$ cat src/rtl/fc_layer_engine.sv
// fc_layer_engine: fully-connected layer evaluator. Reads inputs and weights
// from a single-port RAM, accumulates one neuron at a time, and writes one
// shifted, optionally rectified, saturated result per output neuron.
module fc_layer_engine #(
  parameter int IN_CELL  = 14,
  parameter int OUT_CELL = 10,
  parameter int DW       = 16,
  parameter int AW       = 16,
  parameter int FRAC     = 8
) (
  input  logic          clk,
  input  logic          reset,
  input  logic          start,
  input  logic          relu_en,
  output logic [AW-1:0] mem_addr,
  input  logic [DW-1:0] mem_rdata,
  output logic          out_we,
  output logic [AW-1:0] out_addr,
  output logic [DW-1:0] out_data,
  output logic          busy,
  output logic          done
);

  localparam int PROD_W = 2 * DW;
  localparam int ACC_W  = 2 * DW + 8;

  localparam logic [AW-1:0] I_LAST   = AW'(IN_CELL - 1);
  localparam logic [AW-1:0] O_LAST   = AW'(OUT_CELL - 1);
  localparam logic [AW-1:0] W_STRIDE = AW'(IN_CELL);

  // Clamp bounds of the DW-bit result, expressed at accumulator width.
  localparam logic signed [ACC_W-1:0] SAT_MAX = {{(ACC_W-DW+1){1'b0}}, {(DW-1){1'b1}}};
  localparam logic signed [ACC_W-1:0] SAT_MIN = {{(ACC_W-DW+1){1'b1}}, {(DW-1){1'b0}}};

  typedef enum logic [2:0] {IDLE, RD_X, RD_W, MAC, WB, DONE} state_t;

  state_t                    state_q, state_d;
  logic [AW-1:0]             i_q, o_q;
  logic [AW-1:0]             w_base_q;   // address of w[o][0]
  logic signed [DW-1:0]      x_q;
  logic signed [ACC_W-1:0]   acc_q;
  logic                      relu_q;

  logic signed [PROD_W-1:0]  x_ext, w_ext, prod;
  logic signed [ACC_W-1:0]   prod_ext, acc_shr;
  logic [DW-1:0]             result;

  // Full-precision signed product of the latched input and the weight on the bus.
  assign x_ext    = {{DW{x_q[DW-1]}}, x_q};
  assign w_ext    = {{DW{mem_rdata[DW-1]}}, mem_rdata};
  assign prod     = x_ext * w_ext;
  assign prod_ext = {{(ACC_W-PROD_W){prod[PROD_W-1]}}, prod};
  assign acc_shr  = acc_q >>> FRAC;

  // Rescale, optionally rectify, then saturate the accumulated dot product.
  always_comb begin
    if (relu_q && acc_shr[ACC_W-1])  result = '0;
    else if (acc_shr > SAT_MAX)      result = SAT_MAX[DW-1:0];
    else if (acc_shr < SAT_MIN)      result = SAT_MIN[DW-1:0];
    else                             result = acc_shr[DW-1:0];
  end

  // State register.
  always_ff @(posedge clk) begin
    // NOTE: sequential state is always written with <= so every flop samples
    // the pre-edge values of its sources, independent of block ordering.
    if (reset) state_q <= IDLE;
    else       state_q <= state_d;
  end

  // Counters, operand latch and accumulator, advanced by the current state.
  always_ff @(posedge clk) begin
    if (reset) begin
      i_q      <= '0;
      o_q      <= '0;
      w_base_q <= '0;
      x_q      <= '0;
      acc_q    <= '0;
      relu_q   <= 1'b0;
    end else begin
      case (state_q)
        IDLE: begin
          if (start) begin
            i_q      <= '0;
            o_q      <= '0;
            w_base_q <= W_STRIDE;
            acc_q    <= '0;
            relu_q   <= relu_en;
          end
        end
        RD_W: x_q <= mem_rdata;
        MAC: begin
          acc_q <= acc_q + prod_ext;
          if (i_q != I_LAST) i_q <= i_q + AW'(1);
        end
        WB: begin
          acc_q    <= '0;
          i_q      <= '0;
          w_base_q <= w_base_q + W_STRIDE;
          if (o_q != O_LAST) o_q <= o_q + AW'(1);
        end
        default: ;
      endcase
    end
  end

  // Next-state decode and state-driven outputs.
  always_comb begin
    // NOTE: every output of this block gets a default first, so no path
    // through the case statement can leave one unassigned and infer a latch.
    state_d  = state_q;
    mem_addr = '0;
    out_we   = 1'b0;
    out_addr = '0;
    out_data = '0;
    busy     = (state_q != IDLE);
    done     = 1'b0;
    case (state_q)
      IDLE: if (start) state_d = RD_X;
      RD_X: begin
        mem_addr = i_q;
        state_d  = RD_W;
      end
      RD_W: begin
        mem_addr = w_base_q + i_q;
        state_d  = MAC;
      end
      MAC:  state_d = (i_q == I_LAST) ? WB : RD_X;
      WB: begin
        // A write-back caught by reset is suppressed rather than half-issued.
        if (!reset) begin
          out_we   = 1'b1;
          out_addr = o_q;
          out_data = result;
        end
        state_d = (o_q == O_LAST) ? DONE : RD_X;
      end
      DONE: begin
        done    = 1'b1;
        state_d = IDLE;
      end
      default: state_d = IDLE;
    endcase
  end

endmodule

$ cat config.mk
export PLATFORM = sky130hd
export DESIGN_NAME = fc_layer_engine
export DESIGN_NICKNAME = d
export VERILOG_FILES = /design/src/rtl/fc_layer_engine.sv
export SDC_FILE = /design/constraint.sdc
export NUM_CORES = 1
export LEC_CHECK = 0
export ABC_CLOCK_PERIOD_IN_PS = 10600
export CORE_MARGIN = 1
export CORE_UTILIZATION = 55
export CTS_BUF_LIST = sky130_fd_sc_hd__clkbuf_4
export DETAILED_ROUTE_END_ITERATION = 7
export HOLD_SLACK_MARGIN = 0.1
export PLACE_DENSITY = 0.84
export SLEW_MARGIN = 15
export SYNTH_ARGS = -nofsm -noshare
export SYNTH_HDL_FRONTEND = slang
export SYNTH_SLANG_ARGS = --single-unit
$ cat constraint.sdc
create_clock -name clk -period 10.6 [get_ports clk]
set_input_delay 3.18 -clock clk [delete_from_list [all_inputs] [get_ports clk]]
set_output_delay 3.18 -clock clk [all_outputs]
set_load 0.005 [all_outputs]
== After elaboration in Yosys (flattened, before gate mapping) ==
Index checks and enable logic that the tools add are counted.

* $add $sub $neg: 5
* Multipliers: 1
* Order comparisons: 2
* Equal/unequal tests: 12
* Mux-type cells: 24
* Reduce and logical (&&, ||, !) cells: 10

{| class="wikitable"
|+ Operators by type and width
! kind !! number
|-
| $mux W16 || 11
|-
| $pmux W40 S3 || 1
|-
| $pmux W16 S2 || 3
|-
| $pmux W16 S3 || 1
|-
| $add A40 B32 Y40 || 1
|-
| $mux W40 || 1
|-
| $add A16 B1 Y16 const B || 2
|-
| $eq A16 B4 Y1 const B || 2
|-
| $gt A32 B16 Y1 const B || 1
|-
| $lt A32 B16 Y1 const B || 1
|-
| $mul A16 B16 Y32 || 1
|-
| $ne A16 B4 Y1 const B || 2
|-
| $add A16 B16 Y16 || 1
|-
| $add A16 B4 Y16 const B || 1
|-
| $pmux W3 S5 || 1
|-
| $mux W3 || 3
|-
| $eq A3 B2 Y1 const B || 2
|-
| $eq A3 B3 Y1 const B || 2
|-
| $ne A2 B2 Y1 const B || 3
|-
| $reduce_and A2 Y1 || 3
|-
| $reduce_and A3 Y1 || 2
|-
| $reduce_bool A3 Y1 || 2
|-
| $eq A3 B1 Y1 const B || 1
|-
| $logic_not A3 Y1 || 1
|-
| other kinds (3) || 5
|}

* Flip-flop bits (word level): 108
* Output and inout bits: 51

== Longest topological paths before layout ==
* Depth in word-level cells: 6
* Mapped depth: 25

== Least setup slack after synthesis ==
OpenSTA, ideal clock, no wires.

* Path type: in2reg
* From: input port mem_rdata[9]
* To: register acc_q[29]
* Arrival: 9174 ps
* Slack: 1301 ps
* Stages on the path: 24
* Path buffers: 2
* Cell sequence: clkbuf_1 clkbuf_1 nand2_1 fa_1 inv_1 fa_1 inv_1 fa_1 inv_1 fa_1 fa_1 inv_1 fa_1 inv_1 ha_1 and2_4 or4_4 a311oi_4 nor4_2 or2_1 a21o_1 a21oi_2 xor2_1 o21ai_1

* Longest elaborated chain between the ends: 3

{| class="wikitable"
|+ RTL lines
! what !! line !! text
|-
| start, declared || 16 || <nowiki>input logic [DW-1:0] mem_rdata,</nowiki>
|-
| $mul A16 B16 Y32 || 51 || <nowiki>assign prod = x_ext * w_ext;</nowiki>
|-
| $add A40 B32 Y40 || 93 || <nowiki>acc_q <= acc_q + prod_ext;</nowiki>
|-
| $pmux W40 S3 || 81 || <nowiki>case (state_q)</nowiki>
|-
| end signal, assigned || 93 ||
|-
| end, declared || 41 || <nowiki>logic signed [ACC_W-1:0] acc_q;</nowiki>
|}

No other way between the ends.
A chain may end at the register's enable or synchronous reset.

== Worst setup path in the final report ==
* From: input port mem_rdata[15]
* To: register acc_q[38]

The elaborated chain is that of the path after synthesis.

==> metrics.log <==
[metrics] number of flops mapped to enable cells by yosys: 0
[metrics] placer congestion estimate: 0.932
[metrics] Tightest Hold Check Type: flip-flop to flip-flop
[metrics] Final Slew Violations: 0
[metrics] CP max FO: 16
[metrics] Cells after Synth: around 2000
[metrics] starting density of the core: 55.7%
[metrics] gr usage total: between 20% and 30%
[metrics] leading cell types in the layout, fill and taps excluded: sky130_fd_sc_hd__inv_1 (420), sky130_fd_sc_hd__fa_1 (330), sky130_fd_sc_hd__nand2_1 (251), sky130_fd_sc_hd__ha_1 (134), sky130_fd_sc_hd__and2_1 (132)
[metrics] insertion delay to the later sink of the worst-skew pair: 0.50 ns
[metrics] class of the most critical setup path: primary input to flip-flop
[metrics] pwr dens: between 150 and 200 nW/um^2
[metrics] full die area: 32600 um^2
[metrics] upper clock frequency limit: roughly 0.10 GHz
[metrics] filler cell count: 2556
[metrics] fraction of the mapped netlist area in compound gates: 8.79%
[metrics] number of core rows: 65
[metrics] setup TNS: 0 ns
[metrics] number of distinct library cells after synthesis: 71
[metrics] cell type with the highest aggregate area in the netlist: sky130_fd_sc_hd__fa_1
[metrics] total core area: 31500 um^2
[metrics] failing checks: design-rule violations
[metrics] height of the chip: 181 um
[metrics] Worst Tran Pin Value: 1.04 ns
[metrics] global route overflow: 0
[metrics] port bufs: 70
[metrics] initial antenna violation count: 1
[metrics] area share of the largest cell type after synthesis: a little under two fifths
[metrics] pin count of the biggest net entering global routing: 68
[metrics] via count: 13600
[metrics] final hold violation count: 0
[metrics] clock transition at the registers of the reported paths: between 0.15 and 0.2 ns
[metrics] die width: 181 um
[metrics] basic-gate share of the synthesized area counting and, or, nand and nor cells: between 10% and 20%
[metrics] fraction of final layout cells with drive strength greater than 1: slightly above 3%
[metrics] top_reg_cell synth: sky130_fd_sc_hd__dfxtp_1
[metrics] Setup crit end kind: flip-flop
[metrics] # placed instances: 2422
[metrics] Avg Cell Area, Syn: 8.76 um^2
[metrics] total chip power: 3.10 mW
[metrics] Top-Level Pins: 71
[metrics] DRT Wirelength: 41.6 mm
[metrics] area overhead of the layout relative to synthesis: 7.02%
[metrics] Routed WL per cell: 17.1 um
[metrics] global-route wire length before repair: 72.5 mm
[metrics] IR drop worst, VDD: 112 uV
[metrics] run status: finished with violations
[metrics] vias in the first global route: 14500
[metrics] number of buffers between clock root and the deepest sink: 2
[metrics] startpoint class of the critical path: primary input
[metrics] RSZ-0062 raised after global routing: no
[metrics] final count of negative-setup-slack endpoints: 0
[metrics] count of max-cap constraint violations: 0
[metrics] number of optimization iterations in the first detailed-route pass: 7
[metrics] sequential element share of the synthesized area: between 10% and 20%
[metrics] count of placed standard cells in the final layout, fillers left out: 2439
[metrics] number of nets produced by synthesis: 2487
[metrics] clock buffer count from CTS: 9
[metrics] final critical-path required period: 9.76 ns
[metrics] worst clock skew: about 0.03 ns
[metrics] Via-to-Cell Ratio: about 5.6
[metrics] Final period util: 92.0%
[metrics] Data required, critical path: 11.02 ns
[metrics] async set or reset register ratio after synthesis: 0%
[metrics] final routed DRC violation total: 2
[metrics] clock sink count: 107
[metrics] TritonCTS clock tree: done
[metrics] Antenna Nets Post-Route: 0
[metrics] mapped cell area: 17500 um^2
[metrics] number of DRC markers after the initial detailed-route iteration: 1096
[metrics] reported leakage power: 9.27 nW
[metrics] total number of yosys warnings: 0
[metrics] count of nets after finishing: around 2500
[metrics] PostCTS Resize Cnt: 0
[metrics] cell at the root of the clock tree: sky130_fd_sc_hd__clkbuf_4
[metrics] FF+latch count, synth: 107
[metrics] adder-cell share of the synthesized area: 47.2%
[metrics] cell types with the largest area share after synthesis: sky130_fd_sc_hd__fa_1 (38%), sky130_fd_sc_hd__dfxtp_1 (12%), sky130_fd_sc_hd__ha_1 (9.6%), sky130_fd_sc_hd__inv_1 (9.0%), sky130_fd_sc_hd__nand2_1 (5.4%)
[metrics] dominant combinational cell family by area after synthesis: adder cells
[metrics] relative slew slack: 30.3%
[metrics] buffer count from post-CTS setup fixing: 0
[metrics] most frequent standard cell in the layout excluding fill and tap cells: sky130_fd_sc_hd__inv_1
[metrics] HPWL reported at the end of detailed placement: 34.0 mm
[metrics] hold buffer count at cts: 0
[metrics] XOR/XNOR Fraction of Synth Area: 3.94%
[metrics] maximum level of the CTS H-tree: 3
[metrics] multiplexer share of the synthesized area: 0.549%
[metrics] signal arrival time at the worst endpoint: slightly above 10 ns
final timing paths:
kind,start,depth (start not counted),end,slack (ns)
max,mem_rdata[15],20,acc_q[38],0.84
min,acc_q[34],2,acc_q[34],0.52
max reg2reg,x_q[15],22,acc_q[38],3.42
min reg2reg,acc_q[34],2,acc_q[34],0.52
cell usage after synthesis (all sizes together) (17+ instances only):
cell,instances
inv,420
fa,330
nand2,252
ha,134
and2,133
nor2,118
dfxtp,107
a21oi,83
clkbuf,67
o21ai,48
xor2,41
xnor2,38
nand3,25
a21o,24
a22oi,19
nand4,17
nor3,17
per-stage QoR:
step	utilization, %	worst slack (ns)	hold slack (ns)	instance area, um^2
4_1_cts	59.6	0.943	0.514	18800
6_report	59.7	0.844	0.518	18800
3_5_place_dp	59.2	0.421	0.490	18600
3_3_place_gp	59.2	0.532	0.473	18600
2_1_floorplan	-	1.30	0.445	17500
5_1_grt	59.7	0.479	0.539	18800
worst max-delay path, stage by stage:
cell                              delay [ns]
sky130_fd_sc_hd__clkdlybuf4s50_1        0.48
sky130_fd_sc_hd__inv_1                  0.57
sky130_fd_sc_hd__nor2_1                 0.17
sky130_fd_sc_hd__fa_1                   0.55
sky130_fd_sc_hd__fa_1                   0.52
sky130_fd_sc_hd__fa_1                   0.57
sky130_fd_sc_hd__fa_1                   0.57
sky130_fd_sc_hd__fa_1                   0.56
sky130_fd_sc_hd__inv_1                  0.06
sky130_fd_sc_hd__fa_1                   0.57
sky130_fd_sc_hd__inv_1                  0.06
sky130_fd_sc_hd__ha_1                   0.37
sky130_fd_sc_hd__and3_1                 0.27
sky130_fd_sc_hd__a221o_1                0.32
sky130_fd_sc_hd__a41oi_2                0.34
sky130_fd_sc_hd__nor3_2                 0.14
sky130_fd_sc_hd__nor4b_1                0.38
sky130_fd_sc_hd__o21ai_0                0.20
sky130_fd_sc_hd__nor3b_1                0.23
sky130_fd_sc_hd__nor2_1                 0.06
power breakdown:
part / switching [mW] / leakage [nW] / internal (mW)
Combinational: 1.44 / 8.33 / 0.960
Sequential: 0.0573 / 0.865 / 0.426
Clock: 0.158 / 0.0698 / 0.0574
registers in the layout (all words and copies together) (netlist names):
name	count
acc_q	40
i_q	16
o_q	16
relu_q	1
state_q	3
w_base_q	15
x_q	16
final cells by class:
class,count,area [um^2],share of cell area (%)
inverters,420,1580,8.40
clock buffers,11,82.6,0.440
diodes,1,2.50,0.0133
well taps,402,503,2.68
flip-flops and latches,107,2140,11.4
repair buffers,88,831,4.42
clock inverters,5,47.5,0.253
multi-input cells,1405,13600,72.4
cell families after synthesis:
group,count (synthesis)
buffers and inverters,491
xor gates and xnor gates,79
muxes,9
and+or+nand+nor,617
adders and majority gates,464
DFF,107
AOI/OAI and AO/OA,236
routing by layer:
metal  GRT usage (%)  vias to the layer above  share of wire [%]
met5               0                        -                  0
met4            7.18                        0                2.2
met1            37.4                     6700                 41
met3            5.38                       95                8.5
li1                -                     6208                  -
met2            45.3                      560                 48
No activity file was read; power rests on OpenSTA's default activity.
